==> config.mk <==
export PLATFORM = sky130hd
export DESIGN_NAME = core2axi4l_pipe
export DESIGN_NICKNAME = d
export VERILOG_FILES = /design/src/rtl/core2axi4l_pipe.sv
export SDC_FILE = /design/constraint.sdc
export NUM_CORES = 1
export LEC_CHECK = 0
export CELL_PAD_IN_SITES_DETAIL_PLACEMENT = 1
export CELL_PAD_IN_SITES_GLOBAL_PLACEMENT = 1
export CORE_MARGIN = 2
export CORE_UTILIZATION = 11
export DETAILED_ROUTE_END_ITERATION = 16
export PLACE_DENSITY_LB_ADDON = 0.1
export SYNTH_ARGS = -nofsm -noshare
export SYNTH_HDL_FRONTEND = slang
export SYNTH_SLANG_ARGS = --single-unit
==> constraint.sdc <==
create_clock -name clk -period 2.38 [get_ports clk]
set_input_delay 0.476 -clock clk [delete_from_list [all_inputs] [get_ports clk]]
set_output_delay 0.476 -clock clk [all_outputs]
set_load 0.01 [all_outputs]
==> src/rtl/core2axi4l_pipe.sv <==
// -----------------------------------------------------------------------------
// core2axi4l_pipe
//
// Bridges a simple req/gnt core bus onto an AXI4-Lite master port. Several
// transactions may be in flight, up to MaxOutstanding. All of them must be of
// the same type (all reads or all writes), so that responses from the B and R
// channels come back in issue order without any reordering storage.
//
// Optional feature (macro CORE2AXI4L_ERR_EN):
//   defined   : core_err = core_rvalid & resp[1] of the channel being answered
//   undefined : core_err = 0 and m_bresp / m_rresp are ignored
//
// Parameters
//   AddrWidth      : core / AXI address width
//   DataWidth      : data width (32 or 64); byte-enable width is DataWidth/8
//   MaxOutstanding : accepted-but-unanswered transaction limit (1..15)
//
// Ports
//   clk, rst                      : clock, asynchronous active-high reset
//   core_req/gnt/we/addr/be/wdata : core request side
//   core_rvalid/rdata/err         : core response side (one per accepted req)
//   m_aw*, m_w*, m_b*             : AXI4-Lite write channels
//   m_ar*, m_r*                   : AXI4-Lite read channels
// -----------------------------------------------------------------------------
module core2axi4l_pipe #(
  parameter int AddrWidth      = 32,
  parameter int DataWidth      = 32,
  parameter int MaxOutstanding = 2
) (
  input  logic                   clk,
  input  logic                   rst,

  input  logic                   core_req,
  output logic                   core_gnt,
  input  logic                   core_we,
  input  logic [AddrWidth-1:0]   core_addr,
  input  logic [DataWidth/8-1:0] core_be,
  input  logic [DataWidth-1:0]   core_wdata,
  output logic                   core_rvalid,
  output logic [DataWidth-1:0]   core_rdata,
  output logic                   core_err,

  output logic                   m_awvalid,
  input  logic                   m_awready,
  output logic [AddrWidth-1:0]   m_awaddr,
  output logic [2:0]             m_awprot,

  output logic                   m_wvalid,
  input  logic                   m_wready,
  output logic [DataWidth-1:0]   m_wdata,
  output logic [DataWidth/8-1:0] m_wstrb,

  input  logic                   m_bvalid,
  output logic                   m_bready,
  input  logic [1:0]             m_bresp,

  output logic                   m_arvalid,
  input  logic                   m_arready,
  output logic [AddrWidth-1:0]   m_araddr,
  output logic [2:0]             m_arprot,

  input  logic                   m_rvalid,
  output logic                   m_rready,
  input  logic [DataWidth-1:0]   m_rdata,
  input  logic [1:0]             m_rresp
);

  localparam int CntWidth = $clog2(MaxOutstanding + 1);
  localparam logic [CntWidth-1:0] CntMax = CntWidth'(MaxOutstanding);
  localparam logic [CntWidth-1:0] CntOne = CntWidth'(1);

  logic [CntWidth-1:0] cnt;
  logic                cur_we;
  logic                aw_done;
  logic                w_done;

  logic slot_free;
  logic type_ok;
  logic issuable;
  logic issue_wr;
  logic issue_rd;
  logic aw_hs;
  logic w_hs;
  logic resp_take;

  // A request may go out only while there is room and it matches the type of
  // whatever is still in flight. The core holds its request until granted and
  // cnt can only fall without a grant, so once a valid has risen the request
  // stays issuable until its handshake completes. Reset forces everything low.
  assign slot_free = (cnt < CntMax);
  assign type_ok   = (cnt == '0) || (core_we == cur_we);
  assign issuable  = !rst && core_req && slot_free && type_ok;
  assign issue_wr  = issuable && core_we;
  assign issue_rd  = issuable && !core_we;

  assign m_awvalid = issue_wr && !aw_done;
  assign m_wvalid  = issue_wr && !w_done;
  assign m_arvalid = issue_rd;

  assign aw_hs = m_awvalid && m_awready;
  assign w_hs  = m_wvalid && m_wready;

  // A write is accepted when both of its channels have handshaken, either in
  // an earlier cycle (sticky flag) or right now.
  assign core_gnt = (issue_rd && m_arready)
                  || (issue_wr && (aw_done || aw_hs) && (w_done || w_hs));

  assign m_awaddr = core_addr;
  assign m_araddr = core_addr;
  assign m_wdata  = core_wdata;
  assign m_wstrb  = core_be;
  assign m_awprot = 3'b000;
  assign m_arprot = 3'b000;
  assign m_bready = 1'b1;
  assign m_rready = 1'b1;

  // Responses with nothing outstanding are strays and are dropped. All
  // in-flight transactions share cur_we, so it tells which channel answers.
  assign resp_take   = (m_bvalid || m_rvalid) && (cnt != '0);
  assign core_rvalid = resp_take;
  assign core_rdata  = (resp_take && !cur_we) ? m_rdata : '0;

`ifdef CORE2AXI4L_ERR_EN
  assign core_err = resp_take && (cur_we ? m_bresp[1] : m_rresp[1]);
  logic unused_resp;
  assign unused_resp = m_bresp[0] ^ m_rresp[0];
`else
  assign core_err = 1'b0;
  logic unused_resp;
  assign unused_resp = ^{m_bresp, m_rresp};
`endif

  always_ff @(posedge clk or posedge rst) begin
    if (rst) begin
      cnt     <= '0;
      cur_we  <= 1'b0;
      aw_done <= 1'b0;
      w_done  <= 1'b0;
    end else begin
      if (core_gnt) begin
        cur_we  <= core_we;
        aw_done <= 1'b0;
        w_done  <= 1'b0;
      end else begin
        if (aw_hs) aw_done <= 1'b1;
        if (w_hs)  w_done  <= 1'b1;
      end

      // Grant and response in the same cycle cancel out.
      case ({core_gnt, resp_take})
        2'b10:   cnt <= cnt + CntOne;
        2'b01:   cnt <= cnt - CntOne;
        default: cnt <= cnt;
      endcase
    end
  end

endmodule

Word level (Yosys, flattened, before mapping)
Cells that the tools add are included.
W data, S select, Z words.

cells by class
  add/subtract/negate cells = 2
  order comparisons = 1
  eq/ne operators = 3
  muxes and demuxes = 6
  reduce and logical (&&, ||, !) cells = 29

operator list
  cell                   number
  $mux W32               1
  $logic_and A1 B1 Y1    14
  $reduce_bool A2 Y1     4
  $logic_not A1 Y1       5
  $logic_or A1 B1 Y1     5
  $mux W1                4
  $pmux W2 S2            1
  $add A2 B1 Y2 const B  1
  $eq A2 B1 Y1 const B   1
  $eq A2 B2 Y1 const B   1
  $logic_not A2 Y1       1
  $lt A2 B2 Y1 const B   1
  $sub A2 B1 Y2 const B  1
  $eq A1 B1 Y1           1

word-level totals
  register bits after elaboration = 5
  input bits = 113
  output and inout port bits = 146
  word-level logic and storage cells = 45

Depth between registers and ports, before layout
  depth after elaboration = 13
  mapped depth = 7
  depth with buffers taken out = 7

Least setup slack after synthesis
Ideal clock, no wire load.

  kind = input to register
  start point = input rst
  end point = register cnt[1]
  setup time = 0.079 ns
  arrival time = 1.658 ns
  setup slack = 0.643 ns
  cell stages on the path = 6
  path buffers = 0
  cell sequence = nor3b_2 nand3_2 o21a_1 ha_1 nor2_1 xor2_1

on the way
  longest elaborated chain between the ends = 13
  elaborated cells on any way between the ends = 20
  those cells by class = 2 x eq/ne; 1 x mux; 17 x reduce/logical

RTL lines
  what                                               RTL line  text
  start, declared                                    31        input logic rst,
  $logic_not A1 Y1 (no line) (*)                     --
  $logic_and A1 B1 Y1 (*) (3 in a row)               92        assign issuable = !rst && core_req && slot_free && type_ok;
  $logic_and A1 B1 Y1                                93        assign issue_wr = issuable && core_we;
  $logic_and A1 B1 Y1                                96        assign m_awvalid = issue_wr && !aw_done;
  $logic_and A1 B1 Y1                                100       assign aw_hs = m_awvalid && m_awready;
  $logic_or A1 B1 Y1                                 106       || (issue_wr && (aw_done || aw_hs) && (w_done || w_hs));
  $logic_and A1 B1 Y1 (2 in a row)                   106
  $logic_or A1 B1 Y1 (*)                             106
  $eq A2 B1 Y1 or $eq A2 B2 Y1 (tied branches)       150       case ({core_gnt, resp_take})
  $pmux W2 S2 or $reduce_bool A2 Y1 (tied branches)  --
  end signal, assigned                               151       2'b10: cnt <= cnt + CntOne;
  end signal, assigned                               152       2'b01: cnt <= cnt - CntOne;
  end signal, assigned                               153       default: cnt <= cnt;
  end, declared                                      72        logic [CntWidth-1:0] cnt;

Mark *: on every way between the ends. The rest lies on a longest branch, timed or not.
A chain may end at the register's enable or synchronous reset.

Worst setup path after layout
  start point = input rst
  end point = output core_gnt

on the way
  longest elaborated chain between the ends = 11
  elaborated cells on any way between the ends = 16
  those cells by class = 16 x reduce/logical

RTL lines
  what                                  RTL line  text
  $logic_not A1 Y1 (no line) (*)        --
  $logic_and A1 B1 Y1 (*) (3 in a row)  92
  $logic_and A1 B1 Y1                   93
  $logic_and A1 B1 Y1                   96
  $logic_and A1 B1 Y1                   100
  $logic_or A1 B1 Y1                    106
  $logic_and A1 B1 Y1 (2 in a row)      106
  $logic_or A1 B1 Y1 (*)                106
  end, declared                         34        output logic core_gnt,

Marks and branches as above.

==> flow_summary_export.csv <==
group,metric,value,unit
clock_network,clk_latency,0.22,ns
floorplan,num_io_pins,259,
final_layout,n_antenna_cell,0,
critical_path,crit_family,"buffers and inverters",
placed_design,place_area,0.00159,sq mm
run,drv_cap,0,
timing,drv_slew,0,
critical_path,worstPathRequired,1.90,ns
floorplan,core,0.0121,sq mm
placed_design,dp_hpwl,3.05,mm
yosys,synth_warnings,0,
timing,rsz0062_at_grt,"no",
critical_path,worstSetupPathType,"input pin to output port",
global_routing,overflow,0,
timing,max_clock_freq,439,MHz
clock_network,ctsHoldBuffers,0,
global_routing,grt_max_degree,17,
critical_path,crit_path_start_kind,"input pin",
critical_path,cp_num_buf_inv,3,
clock_network,cts_tree,"done",
drt,via_count,886,
global_routing,grt_pass1_wl,5.40,mm
clock_network,htreeDepth,1,
floorplan,die-area,0.0134,sq mm
drt,viasPerCell,2.68,
yosys,avgSynthCellArea,7.88,sq um
yosys,yosysUniqueCellTypes,24,
yosys,yosys_register_bits,5,
final_layout,area_growth,23.2,%
critical_path,cpMaxStageDelayCell,"clkdlybuf4s50_1",
timing,hold_viol,0,
critical_path,cp-startpoint,"rst",
yosys,seq_area_frac_synth,9.07,%
drt,post_drt_wl_per_cell,11.6,um
floorplan,std_cell_rows,40,
pwr,power_density,892,mW/mm^2
timing,finalCriticalPeriod,2.28,ns
global_routing,antenna_found_initial,0,
timing,skew,0.000932,ns
pwr,power,0.00152,W
critical_path,cpPeakStageDelay,0.45,ns
final_layout,final_cells,331,
final_layout,design_area,0.00170,sq mm
critical_path,ff2ff_path_depth,8,
critical_path,crit_fanout,4,
yosys,syn_area,0.00138,sq mm
drt,first_iter_violations,11,
timing,period_share,95.6,%
critical_path,regToRegSetupSlack,0.48,ns
critical_path,path_cells,"clkdlybuf4s50_1, nor3b_2, buf_4, nand3_1, o21ai_0, clkdlybuf4s15_1",
floorplan,fp.dieH,116,um
hold_path,hold_class,"input pin to async pin",
final_layout,final_net_count,278,
final_layout,final_layout_size_suffix_gt1_share,16.6,%
drt,routed_wl,3.85,mm
critical_path,endpoint_kind,"output port",
critical_path,worst_ep_arrival_time,1.80,ns
critical_path,r2r_start,"cnt[1]$_DFFE_PP0P_",
drt,drtPass1Iterations,4,
drt,ant_nets,0,
clock_network,cts-root-buf,"clkbuf_16",
pwr,leakagePower,0.788,nW
placed_design,routabilityCongestion,0.617,
run_status,outcome,"completed",
timing,setup_viol,0,
clock_network,clockBufferDepth,2,
yosys,syn_inst,175,
pwr,ir_drop,0.232,mV
floorplan,initial_utilization,11.4,%
floorplan,die_w,116,um
clock_network,cts.sinks,5,
clock_network,numCtsBuffers,3,
drt,drc,0,
clock_network,clk_pin_slew_worst_paths,0.03,ns
global_routing,grt_usage,5.28,%
placed_design,placed_cells,321,
placed_design,portBuffers,77,
critical_path,rr_endpoint,"cnt[1]$_DFFE_PP0P_",
global_routing,grt_pass1_vias,958,
[area by class of cell]
class | count | area [sq um]
Inverter | 1 | 3.75
Timing Repair Buffer | 89 | 856
Fill cell | 1448 | 10400
Clock buffer | 4 | 78.8
Multi-Input combinational cell | 64 | 424
Tap cell | 168 | 210
Sequential cell | 5 | 126
[synth_stat cells]
library cell	count	area [sq um]
buf_6	3	33.8
dfrtp_1	5	125
nand2b_1	1	6.26
nor2b_4	1	13.8
a41o_2	2	22.5
o22a_2	1	10.0
inv_1	1	3.75
nor2_1	3	11.3
conb_1	2	7.51
o2bb2ai_1	1	8.76
o21a_1	1	7.51
o211a_1	2	20.0
nand3_1	1	5.00
ha_1	1	12.5
and2_2	1	7.51
buf_4	109	818
nand3_2	1	10.0
xor2_1	1	8.76
xnor2_1	2	17.5
o21ai_0	1	5.00
a21oi_1	1	5.00
nor3b_2	1	12.5
o22ai_1	1	6.26
and2_1	32	200
[worst register-to-register path: cells and delay by family (launching register included)]
family	cells	cell delay, ns
xor gates and xnor gates	1	0.17
adders and majority gates	1	0.30
DFF	1	0.40
AOI/OAI and AO/OA	1	0.11
and+or+nand+nor	3	0.50
buffers and inverters	2	0.33
[routing by layer]
| metal | share of wire [%] | vias to the layer above | GRT usage [%] |
|---|---|---|---|
| li1 | - | 402 | - |
| met1 | 29 | 407 | 4.37 |
| met2 | 55 | 59 | 10.3 |
| met3 | 13 | 18 | 2.41 |
| met4 | 2.4 | 0 | 2.86 |
| met5 | 0 | - | 0 |
[worst max-delay path by stage]
| stage | end | slack, ns | cells past startpoint |
|---|---|---|---|
| after floorplan | cnt[1]$_DFFE_PP0P_ | 0.64 | 6 |
| after global placement | core_gnt | -0.25 | 5 |
| after detailed placement | core_rdata[12] | -0.25 | 6 |
| after CTS | core_rdata[17] | -0.08 | 8 |
| after global routing | core_gnt | 0.003 | 6 |
| final | core_gnt | 0.10 | 6 |
[placed cells by master, fill, tap and decap left out, types with 2 or more instances in the layout]
master / instances
and2_1: 32
clkdlybuf4s15_1: 3
a41o_2: 2
xnor2_1: 2
dfrtp_1: 4
buf_2: 3
clkdlybuf4s50_1: 40
buf_8: 2
nor2_1: 3
conb_1: 9
clkbuf_16: 3
o211a_1: 2
dlygate4sd2_1: 30
buf_4: 8
[repair_timing]
action                     4_1_cts  5_1_grt
resized for setup               55        3
gates cloned                     2        0
pin swaps                        2        2
setup buffers                    4        1
setup endpoints to repair       36       10
[sequential cells by signal (all words and copies together) (netlist names)]
signal   count
cnt          2
cur_we       1
w_done       1
aw_done      1
[logic make-up (layout without fill, tap and decap cells)]
kind of cell / after synthesis / count (layout) / synth area share, %
AOI/OAI and AO/OA: 10 / 10 / 6.17
xor gates and xnor gates: 3 / 3 / 1.91
adders and majority gates: 1 / 1 / 0.907
buffers and inverters: 113 / 94 / 62.1
DFF: 5 / 5 / 9.07
other: 2 / 9 / 0.545
and+or+nand+nor: 41 / 41 / 19.3
[per-stage QoR]
stage	worst slack (ns)	utilization [%]	hold slack [ns]	TNS [ns]
3_3_place_gp	-0.251	13.1	0.522	-7.05
2_1_floorplan	0.643	-	0.255	0
4_1_cts	-0.0832	14.2	0.530	-0.0832
5_1_grt	0.00309	14.0	0.549	0
3_5_place_dp	-0.252	13.1	0.515	-7.80
6_report	0.104	14.0	0.532	0
[where the power goes]
group          switching (W)  internal (W)  leakage, nW  total, W
clock              0.0000505      0.000222       0.0382  0.000272
sequential         0.0000552      0.000133       0.0603  0.000188
combinational       0.000427      0.000628        0.689   0.00106
(Power assumes the default switching activity.)
